===== src/rtl/apu_pkg.sv =====
// Shared noise-channel constants: register addresses, frame-sequencer step masks, length limits.
// Latency: n/a (declarations only).  Backpressure: n/a.
package apu_pkg;

    typedef enum logic [1:0] {
        REG_NR41 = 2'd0,
        REG_NR42 = 2'd1,
        REG_NR43 = 2'd2,
        REG_NR44 = 2'd3
    } reg_addr_e;

    // Bit n set means the tick fires when the sequencer is at step n.
    localparam logic [7:0] LEN_STEPS   = 8'b0101_0101;
    localparam logic [7:0] SWEEP_STEPS = 8'b0100_0100;
    localparam logic [2:0] ENV_STEP    = 3'd7;

    localparam int unsigned LENGTH_MAX = 64;
    localparam int unsigned LENGTH_W   = 7;

    // NR41 holds the elapsed count; the counter runs down the remainder.
    function automatic logic [LENGTH_W-1:0] length_load(input logic [5:0] val);
        return LENGTH_W'(LENGTH_MAX) - {1'b0, val};
    endfunction

endpackage


===== src/rtl/noise_length_timer.sv =====
// Noise length counter and channel_on status; load > trigger reload > decrement.
// Latency: 1 cycle from load/trigger/length_tick to state.  Backpressure: none.
module noise_length_timer
    import apu_pkg::*;
(
    input  logic       clk,
    input  logic       rst,
    input  logic       enable,
    input  logic       load,
    input  logic [5:0] load_value,
    input  logic       length_tick,
    input  logic       length_en,
    input  logic       trigger,
    input  logic       dac_on,
    output logic       channel_on
);

    logic [LENGTH_W-1:0] length_q;
    logic [LENGTH_W-1:0] length_dec;
    logic [LENGTH_W-1:0] length_nxt;
    logic                on_q;
    logic                on_nxt;
    logic                dec_hit;

    always_comb begin
        dec_hit    = 1'b0;
        length_dec = length_q;
        length_nxt = length_q;
        on_nxt     = on_q;

        if (length_tick && length_en && (length_q != '0)) begin
            length_dec = length_q - LENGTH_W'(1);
            dec_hit    = (length_q == LENGTH_W'(1));
        end

        length_nxt = length_dec;
        // Trigger is evaluated after the decrement so it also wins over a decrement to zero.
        if (trigger && (length_dec == '0)) begin
            length_nxt = LENGTH_W'(LENGTH_MAX);
        end
        if (load) begin
            length_nxt = length_load(load_value);
        end

        if (trigger) begin
            on_nxt = 1'b1;
        end else if (dec_hit) begin
            on_nxt = 1'b0;
        end
        if (!dac_on) begin
            on_nxt = 1'b0;
        end
    end

    always_ff @(posedge clk or posedge rst) begin
        if (rst) begin
            length_q <= '0;
            on_q     <= 1'b0;
        end else if (!enable) begin
            length_q <= '0;
            on_q     <= 1'b0;
        end else begin
            length_q <= length_nxt;
            on_q     <= on_nxt;
        end
    end

    // DAC off masks the status immediately, before the register itself clears.
    assign channel_on = on_q & dac_on;

endmodule


===== src/rtl/noise_sequencer.sv =====
// Noise channel frame sequencer, register file and trigger; sweep decode built only with NOISE_SEQ_SWEEP_EN.
// Latency: ticks, trigger and register writes visible 1 cycle after the strobe.  Backpressure: none.
module noise_sequencer
    import apu_pkg::*;
(
    input  logic       system_clock,
    input  logic       reset,
    input  logic       tick_512,
    input  logic       apu_enable,
    input  logic       reg_wr,
    input  logic [1:0] reg_addr,
    input  logic [7:0] reg_wdata,
    output logic [7:0] NR41,
    output logic [7:0] NR42,
    output logic [7:0] NR43,
    output logic [7:0] NR44,
    output logic       trigger,
    output logic       length_tick,
    output logic       envelope_tick,
    output logic       sweep_tick,
    output logic [2:0] step,
    output logic       channel_on
);

    reg_addr_e addr;
    logic      wr_en;
    logic      nr41_load;

    assign addr      = reg_addr_e'(reg_addr);
    assign wr_en     = reg_wr & apu_enable;
    assign nr41_load = wr_en & (addr == REG_NR41);

    always_ff @(posedge system_clock or posedge reset) begin
        if (reset) begin
            step          <= '0;
            length_tick   <= 1'b0;
            envelope_tick <= 1'b0;
        end else if (!apu_enable) begin
            step          <= '0;
            length_tick   <= 1'b0;
            envelope_tick <= 1'b0;
        end else begin
            // Decode uses the step value before this tick's increment.
            length_tick   <= tick_512 & LEN_STEPS[step];
            envelope_tick <= tick_512 & (step == ENV_STEP);
            if (tick_512) begin
                step <= step + 3'd1;
            end
        end
    end

`ifdef NOISE_SEQ_SWEEP_EN
    always_ff @(posedge system_clock or posedge reset) begin
        if (reset) begin
            sweep_tick <= 1'b0;
        end else if (!apu_enable) begin
            sweep_tick <= 1'b0;
        end else begin
            sweep_tick <= tick_512 & SWEEP_STEPS[step];
        end
    end
`else
    assign sweep_tick = 1'b0;
`endif

    always_ff @(posedge system_clock or posedge reset) begin
        if (reset) begin
            NR41    <= '0;
            NR42    <= '0;
            NR43    <= '0;
            NR44    <= '0;
            trigger <= 1'b0;
        end else if (!apu_enable) begin
            NR41    <= '0;
            NR42    <= '0;
            NR43    <= '0;
            NR44    <= '0;
            trigger <= 1'b0;
        end else begin
            trigger <= wr_en & (addr == REG_NR44) & reg_wdata[7];
            if (reg_wr) begin
                unique case (addr)
                    REG_NR41: NR41 <= reg_wdata;
                    REG_NR42: NR42 <= reg_wdata;
                    REG_NR43: NR43 <= reg_wdata;
                    REG_NR44: NR44 <= {1'b0, reg_wdata[6:0]};
                endcase
            end
        end
    end

    noise_length_timer u_length (
        .clk         (system_clock),
        .rst         (reset),
        .enable      (apu_enable),
        .load        (nr41_load),
        .load_value  (reg_wdata[5:0]),
        .length_tick (length_tick),
        .length_en   (NR44[6]),
        .trigger     (trigger),
        .dac_on      (|NR42[7:3]),
        .channel_on  (channel_on)
    );

endmodule


===== config.mk =====
export PLATFORM = sky130hd
export DESIGN_NAME = noise_sequencer
export DESIGN_NICKNAME = d
export VERILOG_FILES = /design/src/rtl/apu_pkg.sv /design/src/rtl/noise_length_timer.sv /design/src/rtl/noise_sequencer.sv
export SDC_FILE = /design/constraint.sdc
export NUM_CORES = 1
export LEC_CHECK = 0
export CORE_ASPECT_RATIO = 0.75
export CORE_UTILIZATION = 45
export DETAILED_ROUTE_END_ITERATION = 8
export PLACE_DENSITY_LB_ADDON = 0.25
export SYNTH_ARGS = -nofsm -noshare
export SYNTH_HDL_FRONTEND = slang
export SYNTH_SLANG_ARGS = --single-unit
export TNS_END_PERCENT = 10

===== constraint.sdc =====
create_clock -name system_clock -period 1.5 [get_ports system_clock]
set_input_delay 0.225 -clock system_clock [delete_from_list [all_inputs] [get_ports system_clock]]
set_output_delay 0.225 -clock system_clock [all_outputs]
set_load 0.01 [all_outputs]

==> results <==
- The met2 usage in global routing is 32.4%.
- Global routing consumed, on the met1 layer, 33.4% of the routing resources.
- For the final routed database, the setup TNS stands at -1020 ps.
- The tightest min-delay check is of the input pin to asynchronous set/reset pin type.
- Summing every instance area after synthesis gives 0.00233 mm2.
- The buffering stage count on the worst path with inverters included is 1.
- Dividing the detail-routed via count by the number of cells gives 5.19.
- The count of nets left with antenna violations once routing finished came out at 0.
- The clock tree from TritonCTS is built.
- Before antenna repair, the detailed router went through 4 iterations.
- The share of the core filled with cells in the final layout is 69.3%.
- The die covers 0.00547 mm2.
- The slowest cell on the critical path is sky130_fd_sc_hd__or4_4.
- The number of nets in the layout is 342.
- The later pin in the worst-skew pair is clocked with a latency of 300 ps.
- In this run the critical register-to-register path is captured at u_length.length_q[6]$_DFF_PP0_.
- The tree built by TritonCTS fans out to 45 sinks.
- In this run the deepest clock path goes through 2 buffers.
- The library cell used most frequently in the layout, excluding fill and tap cells, is sky130_fd_sc_hd__dfrtp_1.
- Setup repair after global routing could not meet its margin everywhere.
- Across all register-to-register paths, the minimum setup slack is -170 ps.
- The worst path uses 116% of the clock period.
- The worst path in the final design needs a cycle of 1730 ps, including I/O delays and setup.
- The largest net degree at the start of global routing is 45.
- The die is 85.1 um wide.
- The worst-case IR drop observed on VDD is 0.000528 V.
- The hold violation total from the final report is 0.
- The global routing stage identified its most utilized layer as met1.
- 0 antenna diodes ended up in the layout.
- From synthesis to final layout, the design area changed by 46.7%.
- Each instance of the synthesized netlist takes up on average 10.1 um2.
- In this run the number of H-tree levels came out at 2.
- The required time at the endpoint of the critical path is 1270 ps.
- The per-cell routed wire length is 15.3 um.
- The clock tree root buffer cell is sky130_fd_sc_hd__clkbuf_8.
- The flow ran to the end, but the final reports show violations.
- On the worst path, the slowest cell contributes a delay of 540 ps.
- The post-detailed-placement half-perimeter wirelength is 4.09 mm.
- The placeable core area is 0.00493 mm2.
- The routability congestion estimate from global placement is 0.872.
- For this run the aggregate overflow at the end of global routing stands at 0.
- The startpoint type of the worst setup path is a register.
- For the worst flop-to-flop path, the logic depth is 5.
- The kind of cell with the highest combined delay on the critical path is simple AND/OR/NAND/NOR gates.
- In this run the count of I/O pins placed on the die edge is 55.
- The critical path is of the register to primary output type.
- The analysis attributes to cell leakage a power of 1.66 nW.
- The cell count after synthesis is 231.
- Max-cap violations in this run came to 0.
- In this run the worst path has a maximum fanout of 2.
- Across all layers, the routed design uses 1983 vias.
- On the final layout, the worst clock skew is 2.38 ps.
- The TritonCTS buffer count is 5.
- Of the cells placed in the final design, the portion with a size suffix greater than 1 is 23.0%.
- The number of rows created at floorplan is 22.
- The synthesized flop and latch total is 45.
- The final reports fail on setup timing.
- The number of non-filler instances in the completed layout is 382.
- The starting density of the core is 47.3%.
- The clock transition at the registers of the reported paths is 80 ps.
- The total wirelength of the detailed-routed design is 5.84 mm.
- The die span in y is 64.3 um.
- The global router's overall resource usage is 22.5%.
- After layout, the worst setup slack is -234 ps.
- The post-place setup slack is -281 ps.
- Setup violations remaining at the end of the flow were counted as 8.
- The type of destination of the critical path is a primary output.
- The number of global-route vias before repair is 1857.
- Final hold analysis gives a worst-case slack of 72.6 ps.
- The met3 track utilization from global routing is 6.33%.
- For this run, the top clock speed supported by timing is 577 MHz.
- Buffers placed on the I/O ports in this run total 52.
- The number of DRC violations after detailed routing is 0.
- The synthesized netlist contains 46 unique library cells.
- Data arrives at the worst endpoint at 1510 ps.
- The first global-routing pass estimated 9.27 mm of wire.
- In the layout the commonest cells are sky130_fd_sc_hd__dfrtp_1, sky130_fd_sc_hd__clkdlybuf4s50_1, sky130_fd_sc_hd__buf_4.
- The DRC violation total after the first TritonRoute iteration is 109.
- The cell area power density is 818 mW/mm2.
- The final-layout fill cell count is 386.
- During synthesis, Yosys emitted a total of 0 warnings.
- Sequential elements use 48.4% of the synthesized area.
- The launch instance of the worst register-to-register path is u_length.length_q[3]$_DFF_PP0_.
- The number of antenna violations at the first check in global routing is 0.
- Traced cell by cell, the critical path runs through or4_4, nor2_4, nor2b_1, buf_2.
- The count of final max-slew check failures is 0.
- The number of cells after detailed placement is 371.
## kinds of logic after synthesis
| kind of cell | synth area share, % |
|---|---|
| AOI/OAI and AO/OA | 8.54 |
| buffers and inverters | 5.10 |
| and+or+nand+nor | 22.1 |
| xor gates and xnor gates | 3.01 |
| other | 0.161 |
| DFF | 48.4 |
| adders and majority gates | 3.22 |
| muxes | 9.46 |
## routing by layer
layer	part of all wire, %	vias to the layer above
li1	-	962
met1	49	945
met2	44	70
met3	6.9	6
met4	0.68	0
met5	0	-
## synth_stat cells, drive strengths merged
cell / instances / area [um2]
dfrtp: 45 / 1130
nor2: 31 / 116
nand2: 23 / 86.3
mux2i: 22 / 220
nor2b: 12 / 75.1
a21oi: 10 / 53.8
a21boi: 8 / 60.1
clkbuf: 8 / 41.3
buf: 7 / 55.1
ha: 6 / 75.1
nor3b: 6 / 56.3
o21ai: 6 / 30.0
inv: 5 / 18.8
nor3: 5 / 36.3
xnor2: 5 / 43.8
and2: 3 / 20.0
nand3b: 3 / 22.5
xor2: 3 / 26.3
a211oi: 2 / 15.0
nand3: 2 / 10.0
nand4: 2 / 12.5
nor4: 2 / 18.8
a2111oi: 1 / 8.76
a31oi: 1 / 6.26
and3: 1 / 6.26
and3b: 1 / 10.0
clkinv: 1 / 3.75
conb: 1 / 3.75
nand2b: 1 / 6.26
nor4bb: 1 / 10.0
o2111ai: 1 / 8.76
o21a: 1 / 7.51
o311ai: 1 / 8.76
or2: 1 / 6.26
or3: 1 / 6.26
or3b: 1 / 8.76
or4: 1 / 7.51
## metrics by stage
step | cell area, um2 | total power, W
after detailed placement | 3190 | 0.00181
after global routing | 3420 | 0.00292
after global placement | 3190 | 0.00181
final | 3420 | 0.00279
after floorplan | 2340 | 0.00156
after CTS | 3300 | 0.00277
## flip-flops by register name (all words and copies together) (netlist names)
name               cells
NR41                   8
NR42                   8
NR43                   8
NR44                   7
u_length.length_q      7
step                   3
envelope_tick          1
length_tick            1
trigger                1
u_length.on_q          1
## area by class of cell
type	instances	area, um2	share of cell area, %
clock inverter	1	30.0	0.879
inverter	6	22.5	0.659
sequential	45	1130	33.0
multi-input combinational	166	1190	34.7
tap	60	75.1	2.20
clock buffer	7	86.3	2.53
timing repair buffer	97	890	26.0
## where the power goes
| part | switching, W | total, W | internal [W] |
|---|---|---|---|
| sequential | 0.0000374 | 0.00129 | 0.00126 |
| combinational | 0.000256 | 0.000538 | 0.000282 |
| clock | 0.000419 | 0.000963 | 0.000543 |
| total | 0.000712 | 0.00279 | 0.00208 |
## worst max path at each step
| stage | start | endpoint | slack (ps) | cells after the start |
|---|---|---|---|---|
| detailed placement | NR42[5]$_DFFE_PP0P_ | channel_on | -280 | 4 |
| finish | NR42[4]$_DFFE_PP0P_ | channel_on | -230 | 4 |
| global placement | NR42[4]$_DFFE_PP0P_ | channel_on | -290 | 4 |
| global route | u_length.length_q[3]$_DFF_PP0_ | u_length.length_q[6]$_DFF_PP0_ | -270 | 5 |
| CTS | NR42[5]$_DFFE_PP0P_ | channel_on | -290 | 4 |
| floorplan | u_length.length_q[0]$_DFF_PP0_ | u_length.length_q[6]$_DFF_PP0_ | -130 | 7 |
## what timing repair did
action	4_1_cts	5_1_grt
hold buffers	0	0
resized for setup	14	20
setup buffers	1	2
setup endpoints to repair	17	11
pin swaps	2	11
Power figures use the tool's default switching activity.
